[config.mk]
export PLATFORM = sky130hd
export DESIGN_NAME = doorbell_rx
export DESIGN_NICKNAME = d
export VERILOG_FILES = /design/src/rtl/doorbell_rx.sv
export SDC_FILE = /design/constraint.sdc
export NUM_CORES = 1
export LEC_CHECK = 0
export ABC_AREA = 1
export CAP_MARGIN = 20
export CORE_MARGIN = 8
export CORE_UTILIZATION = 28
export CTS_BUF_LIST = sky130_fd_sc_hd__clkbuf_4
export DETAILED_ROUTE_END_ITERATION = 8
export MAX_ROUTING_LAYER = met4
export PLACE_DENSITY = 0.83
export RECOVER_POWER = 25
export SLEW_MARGIN = 20
export SYNTH_ARGS = -nofsm -noshare
export SYNTH_HDL_FRONTEND = slang
export SYNTH_SLANG_ARGS = --single-unit
[constraint.sdc]
create_clock -name user_clk -period 1.5 [get_ports user_clk]
set_clock_uncertainty 0.1 [all_clocks]
set_input_delay 0.3 -clock user_clk [delete_from_list [all_inputs] [get_ports user_clk]]
set_output_delay 0.3 -clock user_clk [all_outputs]
set_load 0.03 [all_outputs]
[src/rtl/doorbell_rx.sv]
// Completer-side NVMe doorbell receiver: decodes 1-DW BAR0 memory writes in the
// doorbell window into SQ-tail / CQ-head update pulses; every other TLP is dropped and counted.
module doorbell_rx #(
  parameter int                           C_DATA_WIDTH        = 128,
  parameter int                           KEEP_WIDTH          = C_DATA_WIDTH/32,
  parameter int                           AXI4_CQ_TUSER_WIDTH = 88,
  parameter int                           BAR_APERTURE_BITS   = 14,
  parameter logic [BAR_APERTURE_BITS-1:0] DB_BASE_OFFSET      = 14'h1000,
  parameter int                           NUM_QUEUES          = 16,
  parameter int                           QID_WIDTH           = 4
) (
  input  logic                           user_clk,
  input  logic                           user_reset,
  input  logic                           user_lnk_up,
  input  logic [C_DATA_WIDTH-1:0]        m_axis_cq_tdata,
  input  logic [AXI4_CQ_TUSER_WIDTH-1:0] m_axis_cq_tuser,
  input  logic [KEEP_WIDTH-1:0]          m_axis_cq_tkeep,
  input  logic                           m_axis_cq_tlast,
  input  logic                           m_axis_cq_tvalid,
  output logic                           m_axis_cq_tready,
  output logic                           sqt_update,
  output logic                           cqh_update,
  output logic [QID_WIDTH-1:0]           db_qid,
  output logic [15:0]                    db_value,
  output logic [15:0]                    drop_count,
  output logic [1:0]                     rx_state
);

  localparam logic [1:0]  ST_IDLE  = 2'd0;
  localparam logic [1:0]  ST_DATA  = 2'd1;
  localparam logic [1:0]  ST_DRAIN = 2'd2;
  localparam logic [31:0] LP_WIN   = 32'(NUM_QUEUES * 8);

  // Handshake: a beat transfers when m_axis_cq_tvalid && m_axis_cq_tready; tready is a
  // registered 1 whenever out of reset with the link up, so the CQ stream is never stalled.

  logic [1:0]                   r_state;
  logic [1:0]                   w_state_nxt;
  logic                         r_tready;
  logic                         r_is_cq;
  logic [QID_WIDTH-1:0]         r_qid;
  logic                         r_sqt;
  logic                         r_cqh;
  logic [QID_WIDTH-1:0]         r_db_qid;
  logic [15:0]                  r_db_value;
  logic [15:0]                  r_drop_count;

  logic                         w_beat;
  logic [BAR_APERTURE_BITS-1:0] w_off;
  logic [BAR_APERTURE_BITS-1:0] w_rel;
  logic                         w_in_win;
  logic                         w_match;
  logic                         w_latch;
  logic                         w_drop;
  logic                         w_sqt_nxt;
  logic                         w_cqh_nxt;
  logic                         w_unused;

  assign w_beat   = m_axis_cq_tvalid && r_tready;
  assign w_off    = {m_axis_cq_tdata[BAR_APERTURE_BITS-1:2], 2'b00};
  assign w_rel    = w_off - DB_BASE_OFFSET;
  assign w_in_win = (w_off >= DB_BASE_OFFSET) && (32'(w_rel) < LP_WIN);
  assign w_match  = (m_axis_cq_tdata[78:75] == 4'b0001) &&
                    (m_axis_cq_tdata[74:64] == 11'd1) &&
                    (m_axis_cq_tdata[114:112] == 3'd0) &&
                    (m_axis_cq_tuser[3:0] == 4'b1111) &&
                    w_in_win;

  assign w_unused = ^{m_axis_cq_tkeep, m_axis_cq_tuser[AXI4_CQ_TUSER_WIDTH-1:4],
                      m_axis_cq_tdata[C_DATA_WIDTH-1:115], m_axis_cq_tdata[111:79],
                      m_axis_cq_tdata[63:BAR_APERTURE_BITS],
                      w_rel[BAR_APERTURE_BITS-1:QID_WIDTH+3], w_rel[1:0]};

  always_ff @(posedge user_clk or posedge user_reset) begin
    if (user_reset)        r_state <= ST_IDLE;
    else if (!user_lnk_up) r_state <= ST_IDLE;
    else                   r_state <= w_state_nxt;
  end

  always_comb begin
    w_state_nxt = r_state;
    case (r_state)
      ST_IDLE:  if (w_beat) w_state_nxt = m_axis_cq_tlast ? ST_IDLE :
                                          (w_match ? ST_DATA : ST_DRAIN);
      ST_DATA:  if (w_beat) w_state_nxt = m_axis_cq_tlast ? ST_IDLE : ST_DRAIN;
      ST_DRAIN: if (w_beat && m_axis_cq_tlast) w_state_nxt = ST_IDLE;
      default:  w_state_nxt = ST_IDLE;
    endcase
  end

  // A matching descriptor that already carries tlast has no payload and is dropped.
  always_comb begin
    w_latch   = 1'b0;
    w_drop    = 1'b0;
    w_sqt_nxt = 1'b0;
    w_cqh_nxt = 1'b0;
    if (r_state == ST_IDLE && w_beat) begin
      w_latch = w_match && !m_axis_cq_tlast;
      w_drop  = !(w_match && !m_axis_cq_tlast);
    end
    if (r_state == ST_DATA && w_beat) begin
      w_sqt_nxt = !r_is_cq;
      w_cqh_nxt = r_is_cq;
    end
  end

  always_ff @(posedge user_clk or posedge user_reset) begin
    if (user_reset) begin
      r_tready     <= 1'b0;
      r_sqt        <= 1'b0;
      r_cqh        <= 1'b0;
      r_db_qid     <= '0;
      r_db_value   <= '0;
      r_drop_count <= '0;
      r_qid        <= '0;
      r_is_cq      <= 1'b0;
    end else if (!user_lnk_up) begin
      r_tready     <= 1'b0;
      r_sqt        <= 1'b0;
      r_cqh        <= 1'b0;
      r_db_qid     <= '0;
      r_db_value   <= '0;
      r_drop_count <= '0;
      r_qid        <= '0;
      r_is_cq      <= 1'b0;
    end else begin
      r_tready <= 1'b1;
      r_sqt    <= w_sqt_nxt;
      r_cqh    <= w_cqh_nxt;
      if (w_sqt_nxt || w_cqh_nxt) begin
        r_db_qid   <= r_qid;
        r_db_value <= m_axis_cq_tdata[15:0];
      end
      if (w_latch) begin
        r_qid   <= w_rel[QID_WIDTH+2:3];
        r_is_cq <= w_rel[2];
      end
      if (w_drop && r_drop_count != 16'hFFFF) r_drop_count <= r_drop_count + 16'd1;
    end
  end

  assign m_axis_cq_tready = r_tready;
  assign sqt_update       = r_sqt;
  assign cqh_update       = r_cqh;
  assign db_qid           = r_db_qid;
  assign db_value         = r_db_value;
  assign drop_count       = r_drop_count;
  assign rx_state         = r_state;

endmodule
==> results.yml, run 1 <==
sta:
  setup_viol: 17
  rsz0062_at_grt: "yes"
  fin_crit_ps: 1600
  max_slew_margin_pct: 80.5
  timing.fmax_ghz: 0.625
  tightest_slew_ps: 291
  setup_ws_ps: -99.2
  hold_viol: 0
  drv_slew: 0
  post-route-period-util_pct: 107
final_layout:
  layout_commonest_cell: "nand2_1"
  seq_area_sq_um: 1160
  layout.nets: 734
  post-route-util_pct: 46.9
  layout_common_cells: "87 x nand2_1, 59 x inv_1, 45 x nand3_1"
  multi_input_area_sq_um: 1360
  syn2layout_area_growth_pct: 62.2
  fin_area_sq_um: 4360
  fillers: 900
  drive_gt1_share_pct: 30.1
power_and_ir_drop:
  p_leak_nw: 2.17
  powerDensity_nw_per_um2: 532
  ir_worst_vdd_mv: 0.283
  finalPower_mw: 2.32
logic_synthesis:
  synthCells: 373
  yosys_warnings: 0
  synthMuxAreaShare_pct: 1.68
  synthSimpleGateAreaFrac_pct: 38.3
  synth_cell_type_count: 27
  synth.net_count: 599
  synth_compound_area_share_pct: 3.54
  syn_avg_cell_area_sq_um: 7.20
  ys_ff_latch: 46
  synth_top_family_by_area: "simple AND/OR/NAND/NOR gates"
  synthAdderAreaFrac_pct: 0.466
  syn_area_sq_um: 2690
  yosysSeqAreaShare_pct: 42.9
  synth_xor_area_share_pct: 1.63
clock_network:
  insertion_delay_ps: 360
  cts_max_level: 2
  clockRootBuffer: "clkbuf_4"
  cts_tree: "done"
  cts_buffers: 5
  clk_pin_slew_worst_paths_ps: 150
  clock-sinks: 46
  clockBufferDepth: 2
detailed_routing:
  drc: 0
  drt_iter0_markers: 115
  top_layer: "met4"
  wirelength_mm: 8.84
  ant_nets: 0
  vias: 2983
  viasPerCell: 4.67
  met2_length_mm: 4.46
  wl_met1_mm: 3.92
  wl_per_cell_um: 13.8
  firstDrtPassIters: 4
  dr_wl_met3_um: 382
floorplanning:
  die_area_sq_um: 13000
  start_util_pct: 28.9
  rows: 35
  fp.coreArea_sq_um: 9280
  die_h_um: 114
  ios: 266
  fp.dieW_um: 114
grt:
  antenna_found_initial: 1
  grt_pass1_wl_mm: 13.7
  gr-total-overflow: 0
  grt_max_degree: 58
  gr-usage-all-layers_pct: 13.4
  grt_pass1_vias: 2904
place:
  dpl_cell_area_sq_um: 3970
  dpl.hpwl_mm: 6.57
  pre_cts_slack_ps: -458
  place_congestion: 0.870
  portBuffers: 83
setup_path:
  critical_path_arrival_ps: 1760
  crit_type: "reg -> reg"
  cp_max_fo: 8
  critPathLaunchType: "flop"
  crit_path_end_kind: "flop"
  crit_required_ps: 1660
run:
  maxCapViolations: 0
run_status:
  outcome: "complete, but fails checks"
  violations: "negative setup slack"
min_path:
  hp-class: "in -> reg"
## sequential cells by signal, indices dropped and copies added, names as in the netlist
register / flops
drop_count: 16
cqh_update: 1
db_value: 16
m_axis_cq_tready: 1
r_qid: 4
db_qid: 4
rx_state: 2
r_is_cq: 1
sqt_update: 1
## Yosys cell counts (all sizes together)
master	number	area share [%]
o22ai	4	0.93
nand3	51	9.9
a21oi	1	0.19
nor3	3	0.75
inv	66	9.2
buf	8	1.8
and2	1	0.23
nor2	50	8.2
clkbuf	4	0.56
dfrtp	46	43
nand3b	1	0.28
xor2	5	1.6
nand4	24	5.6
or2	1	0.23
o21ai	13	2.4
nand2	90	13
mux2	4	1.7
ha	1	0.47
## power breakdown
group,internal (mW),switching (mW),leakage (nW),total [mW]
clock,0.184,0.415,0.0354,0.600
sequential,1.26,0.0138,0.618,1.27
combinational,0.221,0.225,1.51,0.446
## timing repair
item                                   4_1_cts  5_1_grt
endpoints found under the hold margin        0        4
resized for setup                           68       66
buffers inserted                             5       14
hold buffers                                 0        1
pin swaps                                    2        9
cloned                                       0        1
setup endpoints to repair                   67       55
## critical path, cell delays in order (launching register included)
cell and delay (ps):
dfrtp_2 460, ha_4 190, inv_2 60, nor2_4 40, nand3_2 90, nor2_4 40, nor2_4 160, buf_6 140
nand2_8 70, nand3_1 70, nand2_1 70
## path summary, 6_finish.rpt
kind / from / to / slack [ps] / cells past startpoint
min in group asynchronous: user_reset / drop_count[0] / 590 / 3
max reg2reg: drop_count[0] / drop_count[15] / -100 / 10
max: drop_count[0] / drop_count[15] / -100 / 10
min: user_lnk_up / rx_state[0] / 150 / 3
min reg2reg: r_is_cq / sqt_update / 390 / 1
max in group asynchronous: user_reset / drop_count[5] / 270 / 4
## routing by layer
metal / GRT usage (%) / up-vias
met2: 22.2 / 101
li1: - / 1457
met4: 5.15 / 0
met1: 16.0 / 1419
met5: - / -
met3: 2.17 / 6
## cell type report
type                    instances  share of cell area [%]
diodes                          1                  0.0574
flip-flops and latches         46                    26.7
multi-input cells             250                    31.3
clock inverters                 3                   0.431
repair buffers                139                    31.3
clock buffers                   5                   0.861
inverters                      66                    5.68
well taps                     129                    3.70
## logic make-up (layout without fill, tap and decap cells)
logic type / after synthesis / in the layout
AND/OR/NAND/NOR: 221 / 222
multiplexers: 4 / 4
flip-flops: 46 / 46
other: 0 / 1
adder cells (fa/ha/maj): 1 / 1
buffers and inverters: 78 / 213
AO/OA/AOI/OAI: 18 / 18
XOR/XNOR: 5 / 5
## per-stage QoR
step           setup TNS [ps]  instances  hold slack, ps
4_1_cts                 -1020        622            3.08
6_report                -1250        639             149
3_5_place_dp           -17700        609             363
2_1_floorplan           -2710        373             231
3_3_place_gp           -16500        609             373
5_1_grt                 -2990        639             141
(Power assumes the default switching activity.)
==> run 2, diff against run 1 <==
- GPL_ROUTABILITY_DRIVEN: not set -> 0
==> run 2 against run 1 <==
  * The flow still finishes with violations (negative setup slack)
  * Maximum frequency rose by 0.76%
  * Total power rose by 7.4%
  * Clock power rose by 31%
  * Worst hold slack got worse by 14 ps
  * Largest power group unchanged
  * Cell count rose by 0.31%
  * Non-clock buffer count rose by 3
  * Via count rose by 1.9%
  * Cell area rose by 2.0%
  * Sequential cell count did not move
==> results.yml, run 2 (synthesis gave the netlist of run 1 again) <==
setup_path:
  critical_path_arrival_ps: 1740
  cp_max_fo: 6
  crit_path_end_kind: "flop"
  path_cells: "nand2_1 > nor2_4 > nand3_2 > nor2_4 > nor2_4 > buf_4 > buf_6 > nand4_1 > nand2_1"
  crit_family: "simple AND/OR/NAND/NOR gates"
  cp_slowest_cell: "dfrtp_2"
  cp_slowest_stage_delay_ps: 450
  crit_top_cell: "nor2_4"
  path_buf_inv: 2
  crit_required_ps: 1650
  critPathLaunchType: "flop"
  crit_type: "reg -> reg"
sta:
  max_slew_margin_pct: 78.6
  fin_crit_ps: 1590
  tightest_slew_ps: 319
  drv_slew: 0
  hold_viol: 0
  fin_hold_ws_ps: 136
  rsz0062_at_grt: "yes"
  tns_ps: -963
  setup_viol: 16
  timing.fmax_ghz: 0.630
  post-route-period-util_pct: 106
  setup_ws_ps: -87.0
clock_network:
  clockBufferDepth: 2
  clock-sinks: 46
  cts_max_level: 2
  insertion_delay_ps: 370
  clockRootBuffer: "clkbuf_4"
  clk_pin_slew_worst_paths_ps: 160
  cts_buffers: 5
  cts_tree: "done"
final_layout:
  layout_commonest_cell: "nand2_1"
  layout_common_cells: "85 x nand2_1, 59 x inv_1, 42 x nand3_1"
  syn2layout_area_growth_pct: 65.5
  layout.nets: 737
  post-route-util_pct: 47.9
  fillers: 918
  diodes: 0
  drive_gt1_share_pct: 32.2
  multi_input_area_sq_um: 1390
  seq_area_sq_um: 1160
place:
  dpl.hpwl_mm: 6.48
  pre_cts_slack_ps: -491
  portBuffers: 83
run:
  maxCapViolations: 0
grt:
  gr-usage-all-layers_pct: 14.5
  gr-total-overflow: 0
  antenna_found_initial: 0
  grt_max_degree: 58
  grt_pass1_wl_mm: 15.0
  grt_pass1_vias: 3176
detailed_routing:
  wirelength_mm: 9.47
  drt_iter0_markers: 142
  vias: 3040
  dr_wl_met3_um: 573
  wl_met1_mm: 3.90
  met2_length_mm: 4.80
  viasPerCell: 4.74
  firstDrtPassIters: 5
  top_layer: "met4"
  drc: 0
  wl_per_cell_um: 14.8
  ant_nets: 0
floorplanning:
  ios: 266
  die_area_sq_um: 13000
  fp.coreArea_sq_um: 9280
  rows: 35
  fp.dieW_um: 114
  die_h_um: 114
  start_util_pct: 28.9
run_status:
  outcome: "complete, but fails checks"
  violations: "negative setup slack"
power_and_ir_drop:
  p_leak_nw: 2.26
  powerDensity_nw_per_um2: 560
  finalPower_mw: 2.49
  ir_worst_vdd_mv: 0.307
min_path:
  hp-class: "in -> reg"
-- run 2: metrics by stage --
step           std cells  cell area, sq um
4_1_cts              634              4350
3_3_place_gp         610              3980
3_5_place_dp         610              3980
2_1_floorplan        373              2740
6_report             641              4450
5_1_grt              641              4450
-- run 2: worst paths after layout --
check                              start             end  slack, ps  depth (start not counted)
max in group asynchronous     user_reset     db_value[6]        890                          3
min                          user_lnk_up     rx_state[0]        140                          3
max                        drop_count[6]  drop_count[11]        -90                          9
max reg2reg                drop_count[6]  drop_count[11]        -90                          9
min in group asynchronous     user_reset   drop_count[0]        170                          3
min reg2reg                  db_value[6]     db_value[6]        430                          1
-- run 2: worst register-to-register path, stage by stage (launching register included) --
cell and delay (ps):
dfrtp_2 450, nand2_1 140, nor2_4 130, nand3_2 100
nor2_4 110, nor2_4 50, buf_4 130, buf_6 120
nand4_1 90, nand2_1 60
-- run 2: where the power goes --
part	internal [mW]	total (mW)	switching [mW]
clock network	0.355	0.784	0.430
logic	0.203	0.434	0.230
registers	1.26	1.27	0.0136
total	1.82	2.49	0.674
-- run 2: layout make-up --
cell class              count  area share, %
clock buffers               5          0.844
clock inverters             3          0.985
inverters                  66           5.57
multi-input cells         250           31.3
flip-flops and latches     46           26.2
well taps                 129           3.63
repair buffers            142           31.5
-- run 2: what timing repair did --
action	4_1_cts	5_1_grt
pin swaps	21	22
gates resized for setup	113	62
hold buffers	0	0
setup endpoints to repair	68	56
buffers inserted	14	9
gates cloned	2	0
endpoints found under the hold margin	0	0
-- run 2: routing by layer --
metal | vias up | global-route usage, %
li1 | 1462 | -
met1 | 1445 | 16.9
met2 | 116 | 24.9
met3 | 17 | 2.17
met4 | 0 | 5.50
met5 | - | -
==> run 3, diff against run 2 <==
- CORE_AREA: not set -> 2 2 104 106
- CORE_MARGIN: 8 -> not set
- CORE_UTILIZATION: 28 -> not set
- DIE_AREA: not set -> 0 0 106 108
- PLACE_DENSITY: 0.83 -> 0.78
==> run 3 against run 2 <==
  * The flow still finishes with violations (negative setup slack)
  * Wire length is 10% lower
  * Global-route usage up 1.0 points
  * Clock-buffer cell count increased by 1
  * Combinational power rose by 6.2%
  * Maximum frequency is 1.2% lower
  * Worst hold slack better by 28 ps
  * Largest power group unchanged
==> results.yml, run 3 (synthesis gave the netlist of run 1 again) <==
run_status:
  outcome: "complete, but fails checks"
  violations: "negative setup slack"
floorplanning:
  die_area_sq_um: 11400
  ios: 266
  fp.coreArea_sq_um: 10200
  fp.dieW_um: 106
  rows: 37
  start_util_pct: 26.3
  die_h_um: 108
sta:
  hold_viol: 0
  setup_ws_ps: -106
  drv_slew: 0
  fin_crit_ps: 1610
  timing.fmax_ghz: 0.623
  post-route-period-util_pct: 107
  fin_hold_ws_ps: 164
  tightest_slew_ps: 481
  setup_viol: 21
  rsz0062_at_grt: "yes"
  max_slew_margin_pct: 67.9
min_path:
  hp-class: "in -> reg"
clock_network:
  insertion_delay_ps: 360
  clockBufferDepth: 2
  cts_max_level: 2
  clockRootBuffer: "clkbuf_4"
  cts_buffers: 5
  clk_pin_slew_worst_paths_ps: 150
  hold_buffers: 0
  cts_tree: "done"
  clock-sinks: 46
final_layout:
  drive_gt1_share_pct: 33.2
  diodes: 0
  layout_commonest_cell: "nand2_1"
  layout.nets: 737
  final_cells: 648
  fin_area_sq_um: 4490
  syn2layout_area_growth_pct: 67.0
  layout_common_cells: "85 x nand2_1, 59 x inv_1, 44 x buf_4"
  fillers: 988
setup_path:
  cp_max_fo: 5
  critical_path_arrival_ps: 1750
  crit_required_ps: 1650
  crit_path_end_kind: "flop"
  rrSetupSlack_ps: -110
  critPathLaunchType: "flop"
  crit_type: "reg -> reg"
detailed_routing:
  drc: 0
  ant_nets: 0
  wl_per_cell_um: 13.1
  firstDrtPassIters: 4
  wirelength_mm: 8.52
  viasPerCell: 4.60
  vias: 2980
  drt_iter0_markers: 165
place:
  dp_cells: 616
  dpl_cell_area_sq_um: 3980
  portBuffers: 83
  dpl.hpwl_mm: 5.98
grt:
  grt_pass1_wl_mm: 13.9
  grt_max_degree: 58
  grt_pass1_vias: 2961
  antenna_found_initial: 0
  gr-usage-all-layers_pct: 15.6
  gr-total-overflow: 0
power_and_ir_drop:
  finalPower_mw: 2.33
  ir_worst_vdd_mv: 0.275
  powerDensity_nw_per_um2: 519
  p_leak_nw: 2.18
run:
  maxCapViolations: 0
==> run 3: layout make-up <==
cell class | instances | area [sq um] | share of cell area [%]
sequential | 46 | 1160 | 26.0
tap | 136 | 170 | 3.79
clock buffer | 6 | 45.0 | 1.00
timing repair buffer | 142 | 1410 | 31.5
inverter | 66 | 248 | 5.52
clock inverter | 2 | 8.76 | 0.195
multi-input combinational | 250 | 1440 | 32.0
==> run 3: worst max-delay path, cell delays in order (launching register included) <==
cell	delay [ps]
dfrtp_2	430
ha_4	160
inv_2	40
nor2_4	100
nand3_2	100
nor2_4	130
nor2_4	60
buf_6	120
buf_6	120
nand4_1	70
nand2_1	50
==> run 3: timing repair <==
| item | CTS | global route |
|---|---|---|
| endpoints found under the setup margin | 68 | 41 |
| gates resized for setup | 115 | 46 |
| buffers inserted | 12 | 13 |
| pin swaps | 26 | 12 |
| cloned | 2 | 0 |
==> run 3: final timing paths <==
kind / start / to / depth (start not counted)
max reg2reg: drop_count[1] / drop_count[5] / 10
max in group asynchronous: user_reset / db_value[15] / 3
min reg2reg: r_is_cq / sqt_update / 1
min: user_lnk_up / rx_state[0] / 3
max: drop_count[1] / drop_count[5] / 10
min in group asynchronous: user_reset / db_value[6] / 2
==> run 3: routing by layer <==
layer / vias to the layer above / part of all wire [%] / track usage, %
li1: 1465 / - / -
met2: 97 / 51 / 26.5
met3: 12 / 4.0 / 2.41
met5: - / 0 / -
met1: 1406 / 43 / 19.2
met4: 0 / 1.6 / 4.70
==> run 3: stage by stage <==
stage               utilization, %  setup TNS (ps)  setup WS (ps)
floorplan                        -           -2710           -142
global placement              38.9          -17430           -465
detailed placement            38.9          -19230           -498
CTS                           41.8            -544          -60.3
global route                  43.8           -3030           -180
finish                        43.8           -1260           -106
==> run 3: report_power, final <==
group          switching (mW)  internal (mW)
sequential             0.0193           1.26
clock                   0.394          0.195
combinational           0.230          0.231
total                   0.643           1.68
